## src/rtl/agg_pkg.sv

```systemverilog
// ---------------------------------------------------------------------------
// agg_pkg
// Shared definitions for the aggregator stream path: row-size shift, FSM
// state encodings used by the unpacker, and the rows_of() helper that turns
// a header LENGTH into the number of payload rows that follow it.
// Ports: none (package).
// ---------------------------------------------------------------------------
package agg_pkg;

    // Each payload row carries 8 length units, hence a shift of 3.
    localparam int ROW_SHIFT = 3;

    // Native LENGTH width the helper operates on.
    localparam int AGG_LEN_W = 32;

    // Unpacker FSM encodings.
    localparam logic [1:0] HDR     = 2'd0;
    localparam logic [1:0] PAYLOAD = 2'd1;
    localparam logic [1:0] DROP    = 2'd2;

    // Row count is one wider than LENGTH so the +1 can never wrap to zero.
    function automatic logic [AGG_LEN_W:0] rows_of(input logic [AGG_LEN_W-1:0] len);
        return (AGG_LEN_W+1)'(len >> ROW_SHIFT) + (AGG_LEN_W+1)'(1);
    endfunction

endpackage

```

## src/rtl/agg_skid_buf.sv

```systemverilog
// ---------------------------------------------------------------------------
// agg_skid_buf
// Two-entry valid/ready buffer. Entry slot0 is always the head and drives
// pop_data directly, so a word pushed into an empty buffer is visible on the
// following cycle.
// Ports:
//   clk, reset        clock and synchronous active-high reset
//   push_data/valid   write side; caller only pushes when the buffer has room
//   pop_data/ready    read side; pop happens when ready and not empty
//   count, full, empty occupancy status
// ---------------------------------------------------------------------------
module agg_skid_buf #(
    parameter int WIDTH = 8
) (
    input  logic             clk,
    input  logic             reset,
    input  logic [WIDTH-1:0] push_data,
    input  logic             push_valid,
    output logic [WIDTH-1:0] pop_data,
    input  logic             pop_ready,
    output logic [1:0]       count,
    output logic             full,
    output logic             empty
);

    logic [WIDTH-1:0] slot0;
    logic [WIDTH-1:0] slot1;
    logic             do_push;
    logic             do_pop;

    assign full     = (count == 2'd2);
    assign empty    = (count == 2'd0);
    assign pop_data = slot0;
    assign do_pop   = pop_ready && !empty;
    // A push into a full buffer is never legal, even alongside a pop.
    assign do_push  = push_valid && !full;

    // Shift-style storage: pops move slot1 into the head, pushes land in the
    // first free slot (or the head when it is being vacated this cycle).
    always_ff @(posedge clk) begin
        if (reset) begin
            slot0 <= '0;
            slot1 <= '0;
            count <= 2'd0;
        end else begin
            case ({do_push, do_pop})
                2'b10: begin
                    if (empty) begin
                        slot0 <= push_data;
                    end else begin
                        slot1 <= push_data;
                    end
                    count <= count + 2'd1;
                end
                2'b01: begin
                    slot0 <= slot1;
                    count <= count - 2'd1;
                end
                2'b11: begin
                    if (count == 2'd1) begin
                        slot0 <= push_data;
                    end else begin
                        slot0 <= slot1;
                        slot1 <= push_data;
                    end
                end
                default: begin
                end
            endcase
        end
    end

endmodule

```

## src/rtl/agg_stream_unpacker.sv

```systemverilog
// ---------------------------------------------------------------------------
// agg_stream_unpacker
// Parses the aggregator's framed stream (one header word whose low LEN_W bits
// hold LENGTH, then rows_of(LENGTH) payload rows), strips the header and
// re-emits the rows with sop/eop/len sideband through a 2-entry skid buffer.
// Packets with LENGTH > MAX_LEN are consumed silently with an err_len pulse.
// Ports:
//   clk, reset                    clock, synchronous active-high reset
//   in_data/in_valid/in_ready     upstream framed stream
//   out_data/out_valid/out_ready  downstream payload rows
//   out_sop/out_eop/out_len       per-row packet sideband
//   pkt_count                     packets fully delivered downstream (wraps)
//   err_len                       one-cycle pulse per oversize header
// ---------------------------------------------------------------------------
module agg_stream_unpacker
    import agg_pkg::*;
#(
    parameter int DATA_W  = 256,
    parameter int LEN_W   = 32,
    parameter int MAX_LEN = 1024,
    parameter int CNT_W   = 16
) (
    input  logic              clk,
    input  logic              reset,
    input  logic [DATA_W-1:0] in_data,
    input  logic              in_valid,
    output logic              in_ready,
    output logic [DATA_W-1:0] out_data,
    output logic              out_valid,
    input  logic              out_ready,
    output logic              out_sop,
    output logic              out_eop,
    output logic [LEN_W-1:0]  out_len,
    output logic [CNT_W-1:0]  pkt_count,
    output logic              err_len
);

    localparam int BUF_W = DATA_W + 2 + LEN_W;

    logic [1:0]       state;
    logic [LEN_W-1:0] len_q;
    logic [LEN_W:0]   row_cnt;
    logic [LEN_W:0]   rows;
    logic             in_fire;
    logic             hdr_oversize;
    logic             last_row;
    logic             push_valid;
    logic [BUF_W-1:0] push_data;
    logic [BUF_W-1:0] pop_data;
    logic [1:0]       buf_count;
    logic             buf_full;
    logic             buf_empty;

    assign rows = (LEN_W+1)'(rows_of(AGG_LEN_W'(len_q)));

    // DROP discards words, so it never needs buffer space; everything else
    // waits for a free entry. Held low while reset is asserted.
    assign in_ready     = !reset && ((state == DROP) || (buf_count < 2'd2));
    assign in_fire      = in_valid && in_ready;
    assign hdr_oversize = in_data[LEN_W-1:0] > LEN_W'(MAX_LEN);
    assign last_row     = (row_cnt == rows);

    assign push_valid = in_fire && (state == PAYLOAD) && !buf_full;
    assign push_data  = {in_data, (row_cnt == (LEN_W+1)'(1)), last_row, len_q};

    assign out_valid = !buf_empty;
    assign {out_data, out_sop, out_eop, out_len} = pop_data;

    agg_skid_buf #(
        .WIDTH (BUF_W)
    ) u_skid (
        .clk        (clk),
        .reset      (reset),
        .push_data  (push_data),
        .push_valid (push_valid),
        .pop_data   (pop_data),
        .pop_ready  (out_ready),
        .count      (buf_count),
        .full       (buf_full),
        .empty      (buf_empty)
    );

    // Framing FSM: advances only on accepted input words, so backpressure
    // stalls it without losing or repeating rows.
    always_ff @(posedge clk) begin
        if (reset) begin
            state   <= HDR;
            len_q   <= '0;
            row_cnt <= '0;
            err_len <= 1'b0;
        end else begin
            err_len <= 1'b0;
            if (in_fire) begin
                case (state)
                    HDR: begin
                        len_q   <= in_data[LEN_W-1:0];
                        row_cnt <= (LEN_W+1)'(1);
                        if (hdr_oversize) begin
                            err_len <= 1'b1;
                            state   <= DROP;
                        end else begin
                            state   <= PAYLOAD;
                        end
                    end
                    PAYLOAD, DROP: begin
                        if (last_row) begin
                            state <= HDR;
                        end else begin
                            row_cnt <= row_cnt + (LEN_W+1)'(1);
                        end
                    end
                    default: begin
                        state <= HDR;
                    end
                endcase
            end
        end
    end

    // A packet counts as complete only once its eop row leaves downstream.
    always_ff @(posedge clk) begin
        if (reset) begin
            pkt_count <= '0;
        end else if (out_valid && out_ready && out_eop) begin
            pkt_count <= pkt_count + CNT_W'(1);
        end
    end

endmodule

```

## config.mk

```make
export PLATFORM = sky130hd
export DESIGN_NAME = agg_stream_unpacker
export DESIGN_NICKNAME = d
export VERILOG_FILES = /design/src/rtl/agg_pkg.sv /design/src/rtl/agg_skid_buf.sv /design/src/rtl/agg_stream_unpacker.sv
export SDC_FILE = /design/constraint.sdc
export NUM_CORES = 2
export LEC_CHECK = 0
export BUFFER_PORTS_ARGS = -buffer_cell sky130_fd_sc_hd__buf_2
export CORE_ASPECT_RATIO = 1.5
export CORE_MARGIN = 2
export CORE_UTILIZATION = 41
export DETAILED_ROUTE_END_ITERATION = 10
export PLACE_DENSITY = 0.7
export SYNTH_ARGS = -nofsm -noshare
export SYNTH_HDL_FRONTEND = slang
export SYNTH_SLANG_ARGS = --single-unit
```

## constraint.sdc

```tcl
create_clock -name clk -period 7.05 [get_ports clk]
set_clock_uncertainty 0.05 [all_clocks]
set_input_delay 1.0575 -clock clk [delete_from_list [all_inputs] [get_ports clk]]
set_output_delay 1.0575 -clock clk [all_outputs]
set_load 0.05 [all_outputs]
```

==> results.py <==
metrics = {
    "run_status": {
        "outcome": "completed",
    },
    "logic_synthesis": {
        "yosys.area_share.simple_pct": 24.56,
        "synth_compound_area_share_pct": 18.44,
        "syn_avg_cell_area_um2": 8.091,
        "yosys.area.top_type_share_pct": 49.93,
        "synth_nets": 3573,
        "synth_top_family_by_area": "simple AND/OR/NAND/NOR gates",
        "synth_xor_area_share_pct": 1.509,
        "synth_seq_area_share_pct": 49.93,
        "synth_warnings": 0,
        "synthTopCellsByArea": "dfxtp_1 (50%), nand2_1 (9.9%), a221oi_1 (9.5%)",
        "ys_types": 58,
        "synthTopCellsByCount": "nand2_1 (701), dfxtp_1 (666), a21oi_1 (357)",
        "async_reset_ff_share_pct": 0,
        "synth.most_common_cell": "nand2_1",
        "yosysTopAreaCell": "dfxtp_1",
        "synthCells": 3300,
        "synth_edf_count": 0,
        "synth_fa_ha_area_share_pct": 0.6092,
        "synth.ff_latch_count": 666,
        "synth_ff_type": "dfxtp_1",
        "synthMuxAreaShare_pct": 0.1125,
        "synth_area_um2": 26700,
    },
    "routing": {
        "drtAntennaViolNets": 0,
        "totalWireLength_um": 87640,
        "wl_met2_um": 41910,
        "wl_met1_um": 34630,
        "vias": 25800,
        "drc": 0,
        "top_layer_used": "met5",
        "drtIter0Drc": 2568,
        "routedWlPerCell_um": 19.09,
        "detail_route.first_pass.iterations": 5,
        "drt-vias-per-instance": 5.619,
        "wl_met3_um": 7165,
    },
    "timing": {
        "hold_viol": 0,
        "worst_slew_pin_slew_ns": 1.090,
        "fmax_mhz": 243.5,
        "period_share_pct": 58.25,
        "slew_viol_final": 0,
        "layout_min_cycle_time_ns": 4.106,
        "slew_headroom_pct": 27.36,
        "setup_tns_ns": 0,
        "setup_viol": 0,
        "rsz0062_at_grt": "false",
    },
    "hold_path": {
        "hold_path_class": "reg2reg",
    },
    "cells_and_area": {
        "n_fill_cell": 6313,
        "area_delta_synth_final_pct": 20.74,
        "multi_input_area_um2": 12140,
        "finish.instance_area_um2": 32240,
        "register_area_um2": 13330,
        "nNetsFinal": 3921,
        "drive_gt1_share_pct": 19.32,
    },
    "clocking": {
        "cts_setup_buffers": 0,
        "postCtsResizedCells": 0,
        "clkSinkCount": 666,
        "clk_latency_ns": 0.61,
        "clk_path_buf_depth": 3,
        "cts_hold_buf": 0,
        "path_clk_slew_ns": 0.06,
        "root_buffer": "clkbuf_16",
        "numCtsBuffers": 66,
        "cts_tree": "built",
        "htreeDepth": 3,
    },
    "power": {
        "p_leak_nw": 12.00,
        "ir_drop_uv": 193.5,
        "p_total_w": 0.01002,
        "p_per_area_nw_per_um2": 310.9,
    },
    "worst_setup_path": {
        "required_ns": 7.52,
        "arrival_ns": 4.58,
        "path_delay_family": "simple AND/OR/NAND/NOR gates",
        "worst_setup_path_start_kind": "input port",
        "crit_slowest_cell": "nor3b_1",
        "critPathBufInv": 2,
        "slowest_delay_ns": 0.58,
        "crit_top_cell": "a21oi_1",
        "criticalPathCategory": "in2reg",
        "endpoint_kind": "flip-flop",
        "path_cells": "buf_8 > a21oi_1 > nand2_1 > nor3b_1 > ha_1 > a21oi_1 > nor2_4 > buf_12 > a221oi_1 > nor3_1",
        "worst-r2r-setup-slack_ns": 3.27,
        "cp_max_fo": 134,
    },
    "job": {
        "max_cap_violations": 0,
    },
    "global_route": {
        "grtUsageTotal_pct": 24.55,
        "overflow": 0,
        "antenna_found_initial": 29,
        "grt_max_degree": 195,
        "grt_pass1_wl_um": 132400,
        "first_global_vias": 23720,
    },
    "floorplan": {
        "coreArea_um2": 64470,
        "die_area_um2": 67220,
        "rows": 114,
        "io-pin-count": 569,
        "die_h_um": 316.5,
        "die_x_um": 212.4,
        "initial_core_util_pct": 41.41,
    },
    "placed_design": {
        "place.gp.congestion": 0.9126,
        "hpwlAfterDp_um": 54320,
        "port_buffers": 568,
        "placed_area_um2": 29840,
    },
}
[routing by layer]
metal,vias to the layer above,GRT usage [%]
met5,-,0
met3,205,6.537
met4,8,12.73
met2,1012,39.40
met1,12210,30.19
li1,12370,-
[cell families after synthesis]
| family | Yosys count |
|---|---|
| AND/OR/NAND/NOR | 1507 |
| adder cells (fa/ha/maj) | 13 |
| buffers and inverters | 335 |
| flip-flops | 666 |
| XOR/XNOR | 46 |
| multiplexers | 3 |
| AO/OA/AOI/OAI | 730 |
[where the power goes]
| group | switching [W] | total [W] | internal (W) |
|---|---|---|---|
| Clock | 0.00153 | 0.00379 | 0.00225 |
| Sequential | 0.000155 | 0.00416 | 0.00401 |
| Combinational | 0.00158 | 0.00208 | 0.000501 |
| Total | 0.00326 | 0.0100 | 0.00676 |
[state kept, by name, summed over array words and instances (netlist names)]
name             flops
err_len              1
pkt_count           16
u_skid.slot1       290
u_skid.count         2
len_q               32
state                2
row_cnt             33
u_skid.pop_data    290
[cell type report]
cell class / count / share of cell area, %
flip-flops and latches: 666 / 41.36
multi-input cells: 2299 / 37.64
repair buffers: 593 / 9.936
clock buffers: 93 / 6.000
well taps: 870 / 3.377
clock inverters: 22 / 1.219
inverters: 22 / 0.2562
diodes: 27 / 0.2096
[final timing paths]
kind	end	cells after the start	from
setup / recovery	u_skid.pop_data[143]	10	reset
hold reg to reg	u_skid.slot1[260]	2	u_skid.slot1[260]
hold / removal	u_skid.slot1[260]	2	u_skid.slot1[260]
setup reg to reg	u_skid.pop_data[143]	12	state[0]
[cells in the final DEF (no fill, tap or decap), types with 7 or more instances in the layout]
cell | Yosys | routed
dfxtp_1 | 666 | 666
buf_12 | 0 | 13
nand3_1 | 31 | 31
nor3b_1 | 7 | 7
clkbuf_8 | 0 | 16
or4_1 | 17 | 17
and3_1 | 11 | 11
a31oi_1 | 8 | 8
or3_1 | 23 | 23
nor3_1 | 305 | 305
nand4_1 | 26 | 26
inv_1 | 22 | 22
o31ai_1 | 11 | 11
buf_4 | 0 | 12
bufinv_16 | 0 | 9
diode_2 | 0 | 27
nor4_1 | 16 | 16
and4_1 | 15 | 15
clkbuf_16 | 0 | 67
clkbuf_1 | 298 | 10
and2_1 | 9 | 9
o21ai_0 | 17 | 15
nor2_1 | 327 | 326
ha_1 | 13 | 13
buf_2 | 13 | 567
a21oi_1 | 357 | 356
o21ai_1 | 8 | 8
o211ai_1 | 8 | 8
xnor2_1 | 18 | 18
nand2_1 | 701 | 700
xor2_1 | 28 | 28
a221oi_1 | 291 | 291
[stage by stage]
stage / cells / setup WS, ns / util [%] / hold WS [ns]
after global routing: 4586 / 2.573 / 49.98 / 0.4188
final: 4592 / 2.944 / 50.00 / 0.4024
after CTS: 4565 / 2.966 / 49.90 / 0.4043
after floorplan: 3300 / 2.677 / - / 0.3817
after global placement: 4450 / 2.410 / 46.29 / 0.3878
after detailed placement: 4450 / 2.328 / 46.29 / 0.3961
[worst register-to-register path, cell delays in order, from the launching register on]
cell and delay (ns):
dfxtp_1 0.31, inv_1 0.09, ha_1 0.15, inv_1 0.04, a21oi_1 0.23, nand2_1 0.18, nor3b_1 0.58, ha_1 0.41
a21oi_1 0.15, nor2_4 0.51, buf_12 0.55, a221oi_1 0.26, nor3_1 0.19
No activity file was read; power rests on OpenSTA's default activity.
